### src/rtl/diff_ctrl_pkg.sv
// Shared types and defaults for the frame-differencing sequencer.
package diff_ctrl_pkg;

  typedef enum logic [2:0] {
    IDLE    = 3'd0,
    FLUSH   = 3'd1,
    WAIT    = 3'd2,
    STORE   = 3'd3,
    COMPARE = 3'd4
  } state_t;

  // {x[0], y[0]} of the pixel kept by the 2x2 subsampler
  localparam logic [1:0] SUB_PHASE_DEF = 2'b10;

endpackage

### src/rtl/frame_edge_det.sv
// Frame-boundary detector: one-cycle pulse whenever the capture frame counter changes.
module frame_edge_det #(
  parameter int W = 32
) (
  input  logic         iCLK,
  input  logic [W-1:0] iFrame_Cont,
  output logic         oFb
);

  logic [W-1:0] frame_q;

  // Tracks the counter in every cycle, reset included, so no spurious pulse follows reset.
  always_ff @(posedge iCLK) begin
    frame_q <= iFrame_Cont;
  end

  assign oFb = (iFrame_Cont != frame_q);

endmodule

### src/rtl/diff_frame_ctrl.sv
// Reference-frame FIFO sequencer: stores one subsampled frame, compares the next against it,
// and publishes a frame-qualified detection flag with integrity checking.
module diff_frame_ctrl
  import diff_ctrl_pkg::*;
#(
  parameter int         X_W       = 10,
  parameter int         Y_W       = 9,
  parameter logic [1:0] SUB_PHASE = SUB_PHASE_DEF,
  parameter int         MIN_HITS  = 30,
  parameter int         CNT_W     = 16
) (
  input  logic             iCLK,
  input  logic             iRST,
  input  logic             iEnable,
  input  logic             iDVAL,
  input  logic [31:0]      iFrame_Cont,
  input  logic [X_W-1:0]   iX_Cont,
  input  logic [Y_W-1:0]   iY_Cont,
  input  logic             iFifoEmpty,
  input  logic             iHit,
  output logic             oWrReq,
  output logic             oRdReq,
  output logic             oFifoClr,
  output logic             oObjectDetected,
  output logic [CNT_W-1:0] oHitCount,
  output logic             oSyncErr,
  output logic [2:0]       oState
);

  localparam logic [CNT_W-1:0] CNT_MAX = '1;
  localparam logic [CNT_W-1:0] HIT_THR = CNT_W'(MIN_HITS);

  state_t           state_q, state_d, eff_state;
  logic [CNT_W-1:0] wr_cnt_q, wr_cnt_d, rd_cnt_q, rd_cnt_d;
  logic [CNT_W-1:0] hit_cnt_q, hit_cnt_d, hit_out_q, hit_out_d, hit_final;
  logic             sync_err_q, sync_err_d, obj_q, obj_d, clr_q, clr_d, rd_req_q;
  logic             fb, samp, mismatch, wr_req, rd_req;
  logic             unused_xy;

  frame_edge_det #(.W(32)) u_edge (
    .iCLK        (iCLK),
    .iFrame_Cont (iFrame_Cont),
    .oFb         (fb)
  );

  assign samp      = iDVAL && ({iX_Cont[0], iY_Cont[0]} == SUB_PHASE);
  assign unused_xy = ^{iX_Cont[X_W-1:1], iY_Cont[Y_W-1:1]};

  always_ff @(posedge iCLK) begin
    if (!iRST) begin
      state_q    <= IDLE;
      wr_cnt_q   <= '0;
      rd_cnt_q   <= '0;
      hit_cnt_q  <= '0;
      hit_out_q  <= '0;
      sync_err_q <= 1'b0;
      obj_q      <= 1'b0;
      clr_q      <= 1'b0;
      rd_req_q   <= 1'b0;
    end else begin
      state_q    <= state_d;
      wr_cnt_q   <= wr_cnt_d;
      rd_cnt_q   <= rd_cnt_d;
      hit_cnt_q  <= hit_cnt_d;
      hit_out_q  <= hit_out_d;
      sync_err_q <= sync_err_d;
      obj_q      <= obj_d;
      clr_q      <= clr_d;
      rd_req_q   <= rd_req;
    end
  end

  always_comb begin
    state_d    = state_q;
    wr_cnt_d   = wr_cnt_q;
    rd_cnt_d   = rd_cnt_q;
    hit_cnt_d  = hit_cnt_q;
    hit_out_d  = hit_out_q;
    sync_err_d = sync_err_q;
    obj_d      = obj_q;
    clr_d      = 1'b0;
    wr_req     = 1'b0;
    rd_req     = 1'b0;
    eff_state  = state_q;
    // A hit landing in the boundary cycle still belongs to the frame that just ended.
    hit_final  = hit_cnt_q;
    if (rd_req_q && iHit && (hit_cnt_q != CNT_MAX)) hit_final = hit_cnt_q + 1'b1;
    mismatch   = (rd_cnt_q != wr_cnt_q) || !iFifoEmpty || sync_err_q;

    case (state_q)
      IDLE:    if (fb && iEnable) state_d = FLUSH;
      FLUSH:   state_d = WAIT;
      WAIT:    if (fb) state_d = iEnable ? STORE : IDLE;
      STORE:   if (fb) state_d = iEnable ? COMPARE : IDLE;
      COMPARE: begin
        hit_cnt_d = hit_final;
        if (fb) begin
          if (!iEnable) begin
            state_d = IDLE;
          end else if (mismatch) begin
            state_d    = FLUSH;
            sync_err_d = 1'b1;
          end else begin
            state_d   = STORE;
            obj_d     = (hit_final >= HIT_THR);
            hit_out_d = hit_final;
          end
        end
      end
      default: state_d = IDLE;
    endcase

    if (state_d != state_q) begin
      clr_d = (state_d == FLUSH) || (state_d == IDLE);
      if (state_d == IDLE) obj_d = 1'b0;
      if (state_d == STORE) begin
        wr_cnt_d   = '0;
        sync_err_d = 1'b0;
      end
      if (state_d == COMPARE) begin
        rd_cnt_d  = '0;
        hit_cnt_d = '0;
      end
    end

    // A sample coinciding with a boundary is handled by the phase being entered.
    if (fb) eff_state = state_d;
    if (samp && (eff_state == STORE)) begin
      wr_req = 1'b1;
      if (wr_cnt_d == CNT_MAX) sync_err_d = 1'b1;
      else                     wr_cnt_d   = wr_cnt_d + 1'b1;
    end
    if (samp && (eff_state == COMPARE)) begin
      if (iFifoEmpty) begin
        sync_err_d = 1'b1;
      end else begin
        rd_req = 1'b1;
        if (rd_cnt_d != CNT_MAX) rd_cnt_d = rd_cnt_d + 1'b1;
      end
    end
  end

  assign oWrReq          = wr_req;
  assign oRdReq          = rd_req;
  assign oFifoClr        = clr_q;
  assign oObjectDetected = obj_q;
  assign oHitCount       = hit_out_q;
  assign oSyncErr        = sync_err_q;
  assign oState          = state_q;

endmodule

### config.mk
export PLATFORM = sky130hd
export DESIGN_NAME = diff_frame_ctrl
export DESIGN_NICKNAME = d
export VERILOG_FILES = /design/src/rtl/diff_ctrl_pkg.sv /design/src/rtl/frame_edge_det.sv /design/src/rtl/diff_frame_ctrl.sv
export SDC_FILE = /design/constraint.sdc
export NUM_CORES = 1
export LEC_CHECK = 0
export CAP_MARGIN = 25
export CORE_MARGIN = 2
export CORE_UTILIZATION = 45
export CTS_BUF_LIST = sky130_fd_sc_hd__clkbuf_2
export CTS_CLUSTER_SIZE = 14
export DETAILED_ROUTE_END_ITERATION = 8
export PLACE_DENSITY = 0.79
export REMOVE_ABC_BUFFERS = 1
export SYNTH_ARGS = -nofsm -noshare
export SYNTH_HDL_FRONTEND = slang
export SYNTH_SLANG_ARGS = --single-unit
### constraint.sdc
create_clock -name iCLK -period 4.93 [get_ports iCLK]
set_input_delay 0.493 -clock iCLK [delete_from_list [all_inputs] [get_ports iCLK]]
set_output_delay 0.493 -clock iCLK [all_outputs]
set_load 0.1 [all_outputs]
==> Implementation_results.wiki <==
{| class="wikitable"
! Metric !! Value
|-
| Synthesized instance count || 556
|-
| Number of flops mapped to enable cells by yosys || 0
|-
| First-pass GRT wire length || 17.9 mm
|-
| I/O Pins || 81
|-
| Origin of the critical flop-to-flop path || wr_cnt_q[7]
|-
| Number of fill cells || 970
|-
| Total detailed-routing wirelength || 10.9 mm
|-
| Ordered list of cells on the worst path || and2b_1, a2111o_1, or4_4, o41ai_4, nand2_1, and2_1, ha_1, and4_1, and3_1, nor4_2, nand4_1, or3_1, a21oi_1
|-
| Worst Tran Pin Value || 1010 ps
|-
| Number of gates on the worst path with buffers counted || 13
|-
| Worst slew slack as a fraction of its limit || 32.7%
|-
| CP bufs+invs || 0
|-
| Area growth syn-to-layout || 18.1%
|-
| Cts bufs inserted || 9
|-
| Primary FF master, synth || dfxtp_1
|-
| Reg-to-reg slack, setup || 650 ps
|-
| Number of nets still failing antenna checks after routing || 0
|-
| Clock tree sinks || 103
|-
| Remaining routing DRC violations || 0
|-
| Highest achievable clock rate || 234 MHz
|-
| Slowest cell on the critical path || or4_4
|-
| Horizontal extent of the die || 108 microns
|-
| Class of the tightest hold or removal check || primary input to flop
|-
| Unrepaired setup endpoints after global routing || false
|-
| Placed wire-length estimate || 8.21 mm
|-
| Arrival time worst endpoint || 4810 ps
|-
| Setup Fix Bufs, Post-CTS || 0
|-
| Number of iterations in the first detailed-routing pass || 5
|-
| Global placement routability congestion || 0.894
|-
| Vias per cell || 5.63
|-
| GR Layer Usage met2 || 32.4%
|-
| CTS Root Buffer Type || clkbuf_2
|-
| Startpoint-to-endpoint class of the critical path || flop to flop
|-
| Row count || 37
|-
| Setup clock skew after layout || 37.5 ps
|-
| Buffers from clock root to sink, at most || 2
|-
| Starting density of the core || 46.5%
|-
| Critical path endpoint || wr_cnt_q[15]
|-
| Biggest cell delay along the critical path || 560 ps
|-
| Die Y-Extent || 108 microns
|-
| Total gr overflow || 0
|-
| Number of cells on the worst reg-to-reg path || 13
|-
| GR Util met3 || 3.93%
|-
| Worst flop-to-flop path endpoint || wr_cnt_q[15]
|-
| Part of the Yosys area used for sequential elements || 42.7%
|-
| Post-cts hold buffer count || 0
|-
| Post-DR wirelength/cell || 14.5 microns
|-
| Startpoint Class || flop
|-
| Peak supply drop || 0.158 mV
|-
| Final worst path period share || 86.7%
|-
| Initial antenna violation count || 0
|-
| N_diodes || 0
|-
| Average size of a mapped cell || 8.68 sq um
|-
| Post-layout min period || 4280 ps
|-
| Crit path launch || wr_cnt_q[7]
|-
| Via count of the first global-routing pass || 3,799
|-
| Unique masters post-synth || 51
|-
| Required time worst endpoint || 5470 ps
|-
| Hold_ws || 328 ps
|-
| Post-cts sizing count || 0
|-
| Total standard cell area after synthesis || 0.00483 sq mm
|-
| Number of pins exceeding their max-slew limit in the final report || 0
|-
| Final TNS setup || 0 ps
|-
| Placeable core region || 0.0104 sq mm
|-
| Layout Nets || 670
|-
| Clock-pin slew reported for the worst setup and hold paths after clock tree synthesis || 300 ps
|-
| Fraction of final layout cells with drive strength greater than 1 || 5.19%
|-
| Via count || 4,233
|-
| Critical Path Fanout Max || 10
|-
| Die Outline Area || 0.0116 sq mm
|-
| Post-synth ARST share || 0%
|-
| Port bufs || 63
|-
| Violation count after the first detailed-route iteration || 203
|-
| CTS tree || built
|-
| Global Route met1 Usage || 24.1%
|-
| Critical path endpoint category || flop
|-
| Max Cap Violations || 0
|-
| Outcome || finished, final reports clean
|-
| Gr usage total || 19.1%
|-
| Power Dens Cells || 244 mW/mm^2
|-
| H-tree Lvls || 3
|-
| Number of failing setup endpoints in the final timing report || 0
|-
| Flop and latch count out of synthesis || 103
|-
| Family of cells with the greatest summed delay on the critical path || simple AND/OR/NAND/NOR gates
|-
| Most Crowded Layer GR || met2
|-
| Largest net degree at the start of global routing || 31
|-
| Clock latency on the worst-skew pair || 600 ps
|-
| Leakage Power || 1.89 nW
|-
| Hold violation count in the final report || 0
|-
| Total number of yosys warnings || 0
|}
-- metal layers --
metal | vias up | routed length (microns)
li1 | 2104 | -
met1 | 2000 | 4820
met2 | 114 | 5290
met3 | 15 | 646
met4 | 0 | 170
met5 | - | 0
-- kinds of logic (layout without fill, tap and decap cells) --
group / after synthesis / count (layout) / share of synthesized area [%]
fa+ha+maj: 2 / 2 / 0.518
flops: 103 / 103 / 42.7
buf+inv: 37 / 97 / 2.93
compound gates: 116 / 116 / 15.3
xor+xnor: 74 / 74 / 13.4
mux: 5 / 5 / 1.06
simple gates: 219 / 219 / 24.1
-- where the power goes --
group	internal [mW]	total (mW)	switching [mW]
Clock	0.124	0.420	0.296
Combinational	0.0502	0.109	0.0590
Sequential	0.852	0.861	0.00853
-- layout by cell type (no fill, tap or decap), types with 2 or more instances in the layout --
cell / instances
a211oi_1: 14
a21boi_0: 2
a21oi_1: 43
a311oi_1: 2
a31oi_1: 4
and2_1: 4
and3_1: 10
and3b_1: 2
and4_1: 9
buf_4: 6
clkbuf_2: 9
clkdlybuf4s50_1: 61
clkinv_1: 2
dfxtp_1: 103
ha_1: 2
inv_1: 12
inv_6: 2
mux2i_1: 4
nand2_1: 36
nand2b_1: 8
nand3_1: 24
nand4_1: 12
nor2_1: 50
nor3_1: 11
nor3b_1: 2
nor4_1: 15
o211ai_1: 2
o21ai_0: 30
o221ai_1: 2
o31ai_1: 5
or2_2: 4
or3_1: 24
or4_1: 3
xnor2_1: 23
xor2_1: 51
-- per-stage QoR --
stage	total power, mW	worst slack (ps)	utilization [%]	instance area (sq um)	cells
2_1_floorplan	0.929	696	-	4730	532
3_3_place_gp	0.981	544	53.6	5560	735
3_5_place_dp	0.985	505	53.6	5560	735
4_1_cts	1.40	696	54.8	5680	751
5_1_grt	1.44	442	55.0	5700	752
6_report	1.39	654	55.0	5700	752
-- area by class of cell --
cell class | instances | area, sq um | area share (%)
clock buffer | 9 | 45.0 | 0.790
clock inverter | 7 | 78.8 | 1.38
tap | 136 | 170 | 2.99
multi-input combinational | 416 | 2620 | 46.0
timing repair buffer | 68 | 671 | 11.8
inverter | 13 | 48.8 | 0.856
sequential | 103 | 2060 | 36.2
-- synthesized netlist by cell type (2+ instances only) --
| cell type | number | area [sq um] |
|---|---|---|
| xnor2_1 | 23 | 201 |
| and3b_1 | 2 | 17.5 |
| o21ai_0 | 30 | 150 |
| o211ai_1 | 2 | 15.0 |
| o221ai_1 | 2 | 17.5 |
| mux2i_1 | 4 | 40.0 |
| and4_1 | 9 | 78.8 |
| a21oi_1 | 43 | 215 |
| nor2_1 | 50 | 188 |
| or3_1 | 24 | 150 |
| and2_1 | 4 | 25.0 |
| or4_1 | 3 | 22.5 |
| or2_2 | 4 | 25.0 |
| nand3_1 | 24 | 120 |
| xor2_1 | 51 | 447 |
| o31ai_1 | 5 | 37.5 |
| nand4_1 | 12 | 75.1 |
| a311oi_1 | 2 | 17.5 |
| ha_1 | 2 | 25.0 |
| a211oi_1 | 14 | 105 |
| dfxtp_1 | 103 | 2060 |
| and3_1 | 10 | 62.6 |
| inv_1 | 12 | 45.0 |
| a21boi_0 | 2 | 15.0 |
| nor3b_1 | 2 | 15.0 |
| clkbuf_1 | 22 | 82.6 |
| nand2b_1 | 8 | 50.1 |
| nor4_1 | 15 | 93.8 |
| a31oi_1 | 4 | 25.0 |
| nand2_1 | 36 | 135 |
| nor3_1 | 11 | 55.1 |
| buf_2 | 2 | 10.0 |
-- flip-flops by register name, indices dropped and copies added (netlist names) --
signal           flops
wr_cnt_q            16
oState               3
u_edge.frame_q      32
oObjectDetected      1
rd_cnt_q            16
oSyncErr             1
rd_req_q             1
hit_cnt_q           16
oFifoClr             1
oHitCount           16
-- worst min path at each step --
stage,start,endpoint,slack [ps],depth (start not counted)
CTS,iFrame_Cont[6],u_edge.frame_q[6],320,1
global placement,hit_cnt_q[14],hit_cnt_q[14],470,2
detailed placement,hit_cnt_q[14],hit_cnt_q[14],480,2
floorplan,hit_cnt_q[14],hit_cnt_q[14],460,2
global route,iFrame_Cont[0],u_edge.frame_q[0],300,1
finish,iFrame_Cont[17],u_edge.frame_q[17],330,1
Power figures use the tool's default switching activity.
